[src/rtl/ast_packet_arbiter.sv]
// Packet-granular round-robin arbiter: N_SRC Avalon-ST sources share one sink.
// A grant is locked from arbitration until the granted source's eop beat is accepted.
module ast_packet_arbiter #(
    parameter int unsigned N_SRC     = 4,
    parameter int unsigned DATA_W    = 64,
    parameter int unsigned EMPTY_W   = ($clog2(DATA_W / 8) == 0) ? 1 : $clog2(DATA_W / 8),
    parameter int unsigned CHANNEL_W = 10,
    parameter int unsigned GRANT_W   = $clog2(N_SRC)
) (
    input  logic                         clk_i,
    input  logic                         arstn_i,
    input  logic [N_SRC*DATA_W-1:0]      ast_data_i,
    input  logic [N_SRC-1:0]             ast_startofpacket_i,
    input  logic [N_SRC-1:0]             ast_endofpacket_i,
    input  logic [N_SRC-1:0]             ast_valid_i,
    input  logic [N_SRC*EMPTY_W-1:0]     ast_empty_i,
    input  logic [N_SRC*CHANNEL_W-1:0]   ast_channel_i,
    output logic [N_SRC-1:0]             ast_ready_o,
    output logic [DATA_W-1:0]            ast_data_o,
    output logic                         ast_startofpacket_o,
    output logic                         ast_endofpacket_o,
    output logic                         ast_valid_o,
    output logic [EMPTY_W-1:0]           ast_empty_o,
    output logic [CHANNEL_W-1:0]         ast_channel_o,
    input  logic                         ast_ready_i,
    output logic [GRANT_W-1:0]           grant_o,
    output logic                         busy_o
);

    localparam logic [GRANT_W:0] NSrcExt = (GRANT_W + 1)'(N_SRC);

    typedef enum logic [0:0] {StIdle, StPkt} state_e;

    state_e             state_q, state_d;
    logic [GRANT_W-1:0] grant_q, grant_d;
    logic [GRANT_W-1:0] ptr_q, ptr_d;

    logic               pick_found;
    logic [GRANT_W-1:0] pick_idx;
    logic [GRANT_W-1:0] grant_inc;

    logic [DATA_W-1:0]    sel_data;
    logic                 sel_sop;
    logic                 sel_eop;
    logic                 sel_valid;
    logic [EMPTY_W-1:0]   sel_empty;
    logic [CHANNEL_W-1:0] sel_channel;

    // Fields of the granted source; only valid is qualified by state below.
    always_comb begin
        sel_data    = ast_data_i[int'(grant_q) * DATA_W +: DATA_W];
        sel_empty   = ast_empty_i[int'(grant_q) * EMPTY_W +: EMPTY_W];
        sel_channel = ast_channel_i[int'(grant_q) * CHANNEL_W +: CHANNEL_W];
        sel_sop     = ast_startofpacket_i[grant_q];
        sel_eop     = ast_endofpacket_i[grant_q];
        sel_valid   = ast_valid_i[grant_q];
    end

    // First valid source scanning upward from the pointer, wrapping at N_SRC.
    always_comb begin
        logic [GRANT_W:0] idx;
        pick_found = 1'b0;
        pick_idx   = '0;
        idx        = '0;
        for (int unsigned off = 0; off < N_SRC; off++) begin
            idx = {1'b0, ptr_q} + (GRANT_W + 1)'(off);
            if (idx >= NSrcExt) begin
                idx = idx - NSrcExt;
            end
            if (!pick_found && ast_valid_i[idx[GRANT_W-1:0]]) begin
                pick_found = 1'b1;
                pick_idx   = idx[GRANT_W-1:0];
            end
        end
    end

    always_comb begin
        logic [GRANT_W:0] inc;
        inc = {1'b0, grant_q} + 1'b1;
        if (inc == NSrcExt) begin
            inc = '0;
        end
        grant_inc = inc[GRANT_W-1:0];
    end

    always_ff @(posedge clk_i or negedge arstn_i) begin
        if (!arstn_i) begin
            state_q <= StIdle;
            grant_q <= '0;
            ptr_q   <= '0;
        end else begin
            state_q <= state_d;
            grant_q <= grant_d;
            ptr_q   <= ptr_d;
        end
    end

    always_comb begin
        state_d = state_q;
        grant_d = grant_q;
        ptr_d   = ptr_q;
        case (state_q)
            StIdle: begin
                if (pick_found) begin
                    grant_d = pick_idx;
                    state_d = StPkt;
                end
            end
            StPkt: begin
                if (sel_valid && ast_ready_i && sel_eop) begin
                    state_d = StIdle;
                    ptr_d   = grant_inc;
                end
            end
            default: state_d = StIdle;
        endcase
    end

    always_comb begin
        busy_o              = (state_q == StPkt);
        grant_o             = grant_q;
        ast_valid_o         = (state_q == StPkt) && sel_valid;
        ast_data_o          = sel_data;
        ast_startofpacket_o = sel_sop;
        ast_endofpacket_o   = sel_eop;
        ast_empty_o         = sel_empty;
        ast_channel_o       = sel_channel;
        ast_ready_o         = '0;
        for (int unsigned i = 0; i < N_SRC; i++) begin
            ast_ready_o[i] = (state_q == StPkt) && (grant_q == GRANT_W'(i)) && ast_ready_i;
        end
    end

endmodule

[config.mk]
export PLATFORM = sky130hd
export DESIGN_NAME = ast_packet_arbiter
export DESIGN_NICKNAME = d
export VERILOG_FILES = /design/src/rtl/ast_packet_arbiter.sv
export SDC_FILE = /design/constraint.sdc
export NUM_CORES = 1
export LEC_CHECK = 0
export CAP_MARGIN = 40
export CORE_AREA = 2 2 157 159
export DETAILED_ROUTE_END_ITERATION = 16
export DIE_AREA = 0 0 159 161
export DONT_BUFFER_PORTS = 1
export PLACE_DENSITY = 0.3
export SYNTH_ARGS = -nofsm -noshare
export SYNTH_HDL_FRONTEND = slang
export SYNTH_SLANG_ARGS = --single-unit
[constraint.sdc]
create_clock -name clk_i -period 1.9 [get_ports clk_i]
set_input_delay 0.19 -clock clk_i [delete_from_list [all_inputs] [get_ports clk_i]]
set_output_delay 0.19 -clock clk_i [all_outputs]
set_load 0.1 [all_outputs]
After elaboration in Yosys (flattened, before gate mapping):

Cells that the tools add are included.

* flip-flop bits (word level): 5
* bits in latches: 0
* bits in writable memories: 0
* memory bits (read-only): 0
* bits of input ports: 323
* word-level logic and storage cells: 80
* memories kept: 0

* add/sub/neg operators: 8
* $mul: 2
* div/mod/pow operators: 0
* $lt $le $gt $ge: 9
* equal/unequal tests: 4
* shifts and indexed selects: 3
* muxes and demuxes: 30
* bitwise logic cells: 1
* reduce and logical (&&, ||, !) cells: 20

Operators by type and width (count)
* 256-bit by 9-bit variable part select with 64-bit output: 1
* 40-bit by 7-bit variable part select with 10-bit output: 1
* 2-bit 2-to-1 mux: 9
* 2-bit by 3-bit less-than comparator with 1-bit output, second input constant: 5
* 1-bit binary-select mux with 2-bit select: 7
* 1-bit logical AND: 14
* 1-bit 2-to-1 mux: 13
* 12-bit by 5-bit variable part select with 3-bit output: 1
* 3-bit greater-or-equal comparator, second input constant: 3
* 2-bit by 1-bit subtractor with 2-bit output, second input constant: 4
* 2-bit by 1-bit adder with 3-bit output, second input constant: 2
* 2-bit by 2-bit adder with 3-bit output, second input constant: 2
* 2-bit by 3-bit multiplier with 5-bit output, second input constant: 1
* 2-bit equality test, second input constant: 2
* 2-bit by 2-bit multiplier with 4-bit output, second input constant: 1
* 2-bit AND reduction: 2
* 3-bit equality test, second input constant: 1
* 2-bit by 3-bit greater-or-equal comparator with 1-bit output, second input constant: 1
* 1-bit logical NOT: 3
* 2-bit by 1-bit equality test with 1-bit output, second input constant: 1
* 2-bit logical NOT: 1
* 1-bit case mux with 2 select lines: 1
* 1-bit NOT: 1

Logic depth before layout (Yosys ltp):

Gate-level depths: netlist of the first run.

* depth in word-level cells: 16
* gate-level depth with buffers: 6
* gate-level depth less buffers: 4

Worst setup path before layout of the first run:

No wires, ideal clock.

* kind: register to output
* start point: register grant_q[1] (netlist: grant_o[1])
* end point: output port ast_ready_o[1]
* data arrival time: 2437 ps
* slack: -727 ps
* cell stages (with the launch flop): 7
* buffers on the path: 3
* cell sequence: dfrtp_1 -> buf_2 -> buf_2 -> buf_2 -> inv_1 -> ha_1 -> and3_1

* word-level cells in the longest chain between the ends: 3

RTL lines
* start: declaration: line 35 `logic [GRANT_W-1:0] grant_q, grant_d;`
* start signal: assignment: line 93 `grant_q <= grant_d;`
* 2-bit by 1-bit equality test with 1-bit output: line 130 `ast_ready_o[i] = (state_q == StPkt) && (grant_q == GRANT_W'(i)) && ast_ready_i;`
* 1-bit logical AND (2 in series): line 130
* end: declaration: line 18 `output logic [N_SRC-1:0] ast_ready_o,`

Every way passes these cells.

Worst setup path in the final report of the first run:

* start point: register grant_q[0] (netlist: grant_o[0])
* end point: output port ast_data_o[59]

* word-level cells in the longest chain between the ends: 1

RTL lines
* 256-bit by 9-bit variable part select with 64-bit output: line 51 `sel_data = ast_data_i[int'(grant_q) * DATA_W +: DATA_W];`
* end: declaration: line 19 `output logic [DATA_W-1:0] ast_data_o,`

Every way passes these cells.

==> results of run 1 <==
[cells in the mapped netlist]
library cell / count
nand4_2: 1
ha_1: 4
o22ai_1: 1
o221ai_1: 1
o21a_1: 1
mux2_1: 1
buf_1: 2
nor2_1: 1
mux4_2: 80
nand2_1: 2
dfrtp_1: 5
a21o_1: 1
a21oi_1: 2
mux2_4: 1
buf_2: 11
inv_1: 5
and3_1: 4
clkbuf_1: 4
a221oi_1: 1
o31ai_1: 1
and2_1: 1
o21ai_0: 1
buf_6: 1
or4_1: 1
mux2_2: 1
nor2b_1: 1
[worst max-delay path, cell delays in order, from the launching register on]
cell	delay (ns)
dfrtp_4	0.46
buf_12	0.18
buf_16	0.15
mux4_2	0.56
buf_12	0.20
[final cells by class]
| class | count | area, um^2 |
|---|---|---|
| flip-flops and latches | 5 | 133 |
| multi-input cells | 107 | 2050 |
| well taps | 324 | 405 |
| inverters | 5 | 23.8 |
| clock buffers | 4 | 78.8 |
| diodes | 2 | 5.00 |
| repair buffers | 110 | 2140 |
| fillers | 2595 | 19100 |
[registers in the layout, summed over array words and instances, names as in the netlist]
signal and cells:
busy_o 1, ptr_q 2, grant_o 2
[per-layer routing]
metal / GRT usage [%] / vias up
li1: - / 852
met1: 10.8 / 1134
met2: 16.1 / 201
met4: 1.32 / 4
met5: 0 / -
met3: 4.13 / 12
[cells by family (layout without fill, tap and decap cells)]
group                      Yosys count  in the layout  synth area share, %
AOI/OAI and AO/OA                    9              9                 2.72
adders and majority gates            4              4                 2.22
buffers and inverters               23            119                 4.78
DFF                                  5              5                 5.56
muxes                               83             83                 81.7
other                                0              2                    0
and+or+nand+nor                     11             11                 3.06
[worst paths after layout]
path | end | slack, ns | cells past startpoint
min in group asynchronous | ptr_q[1]$_DFFE_PN0P_ | 0.27 | 1
hold reg to reg | ptr_q[0]$_DFFE_PN0P_ | 0.54 | 2
max in group asynchronous | grant_o[1]$_DFFE_PN0P_ | 1.40 | 1
setup reg to reg | ptr_q[1]$_DFFE_PN0P_ | -0.01 | 5
hold / removal | ptr_q[0]$_DFFE_PN0P_ | 0.21 | 2
setup / recovery | ast_data_o[59] | -0.08 | 4
[what timing repair did]
action	4_1_cts	5_1_grt
hold endpoints to repair	5	0
endpoints found under the setup margin	79	83
pin swaps	1	1
cloned	4	5
resized for setup	11	3
setup buffers	4	1
hold buffers	1	0
[metrics by stage]
| stage | area [um^2] | worst slack [ns] |
|---|---|---|
| 4_1_cts | 4690 | -0.0933 |
| 3_3_place_gp | 4420 | 0.159 |
| 3_5_place_dp | 4420 | 0.118 |
| 2_1_floorplan | 2300 | -0.205 |
| 5_1_grt | 4840 | -0.123 |
| 6_report | 4840 | -0.0785 |
==> reports/qor.txt, run 1 <==
final setup fails = 71
syn nets = 462
Synth area leader = mux4_2
status = finished, violations left
Max transition margin = 78.6%
Setup crit start kind = register
worst setup path startpoint = grant_o[0]$_DFFE_PN0P_
fin cells = 557
initial core utilization = 9.40%
Gate Count Post-Synth = 135
CTS Buf Count = 3
Routed Wire Length = 13.5 mm
port bufs = 0
Syn Std Cell Area = 2250 um^2
Final period util = 104%
CTS Sinks = 5
FP Rows = 57
Post-DP HPWL = 11.0 mm
Yosys top cell area share = 80.0%
Clock Pin Slew Worst Setup and Hold Paths = 0.03 ns
WL/cell = 24.2 um
commonest non-fill, non-tap cell in the layout = buf_12
clk_lat worst skew = 0.23 ns
RSZ-0062 raised after global routing = true
HP Start = ast_ready_i
Via-to-Cell Ratio = 3.96
largest net degree at the start of global routing = 46
Crit path required time = 1.71 ns
final setup TNS = -3.13 ns
Tmin final = 1.98 ns
register area share after synthesis = 5.56%
total gr overflow = 0
Die Y = 161 um
growth of design area from synthesis to finish = 115%
metal3 WL = 1.49 mm
Final ANT Viol Nets = 0
Max Root-Sink Buffers = 2
Fin Clk Skew = 0.00189 ns
H-Tree Level Count = 1
commonest non-fill, non-tap cells in the layout = buf_12 (86), mux4_2 (80), buf_4 (9)
global-route wire length before repair = 17.8 mm
Cell Count Post-Placement = 536
failing checks = setup timing
critical path class = register to output pin
Fin Hold WS = 0.207 ns
Worst Setup Slack, final = -0.0785 ns
CTS tree = built
warnings from Yosys = 0
met2 WL = 7.06 mm
crit path max fanout = 8
Die ar. = 25,600 um^2
vias in the first global route = 2,416
Yosys reg bits = 5
DR iter-0 viols = 100
wl on met1 = 4.82 mm
routability congestion estimate = 0.837
GRT Total Usage = 9.28%
uppermost routed layer = met5
DRC viols = 0
Crit. End Element = output pin
1st-pass router iterations = 4
core area = 24,000 um^2
synth unique cells = 26
Tightest Hold Check Type = primary input to register
vias = 2,203
FF-to-FF Start = grant_o[0]$_DFFE_PN0P_
overall die width = 159 um
Max Transition Viols Final = 0
io pins = 410
share of layout cells above drive strength 1 = 88.3%
Max Cap Violations = 0
Area contributors post-synth = mux4_2 (80%), dfrtp_1 (5.6%), buf_2 (2.4%)
Worst Tran Pin Value = 0.322 ns
Layout Nets = 559
Root Driver = clkbuf_16
Mean Syn Cell Area = 16.7 um^2
fmax = 505 MHz
initial antenna violation count = 4
final hold vios = 0
crit path DAT = 1.79 ns
post-layout util = 20.2%
Power of run 1 is not shown: default switching activity piles up to over one toggle a cycle in this logic, so the estimate is an artifact.
==> run 2: changes to the inputs <==
Settings changed: CTS_CLUSTER_SIZE set to 12, SLEW_MARGIN set to 20.
==> results of run 2 <==
Same layout as run 1: the final DEF is identical, and so are final timing and power.
Power of run 2 is left out for the same reason.
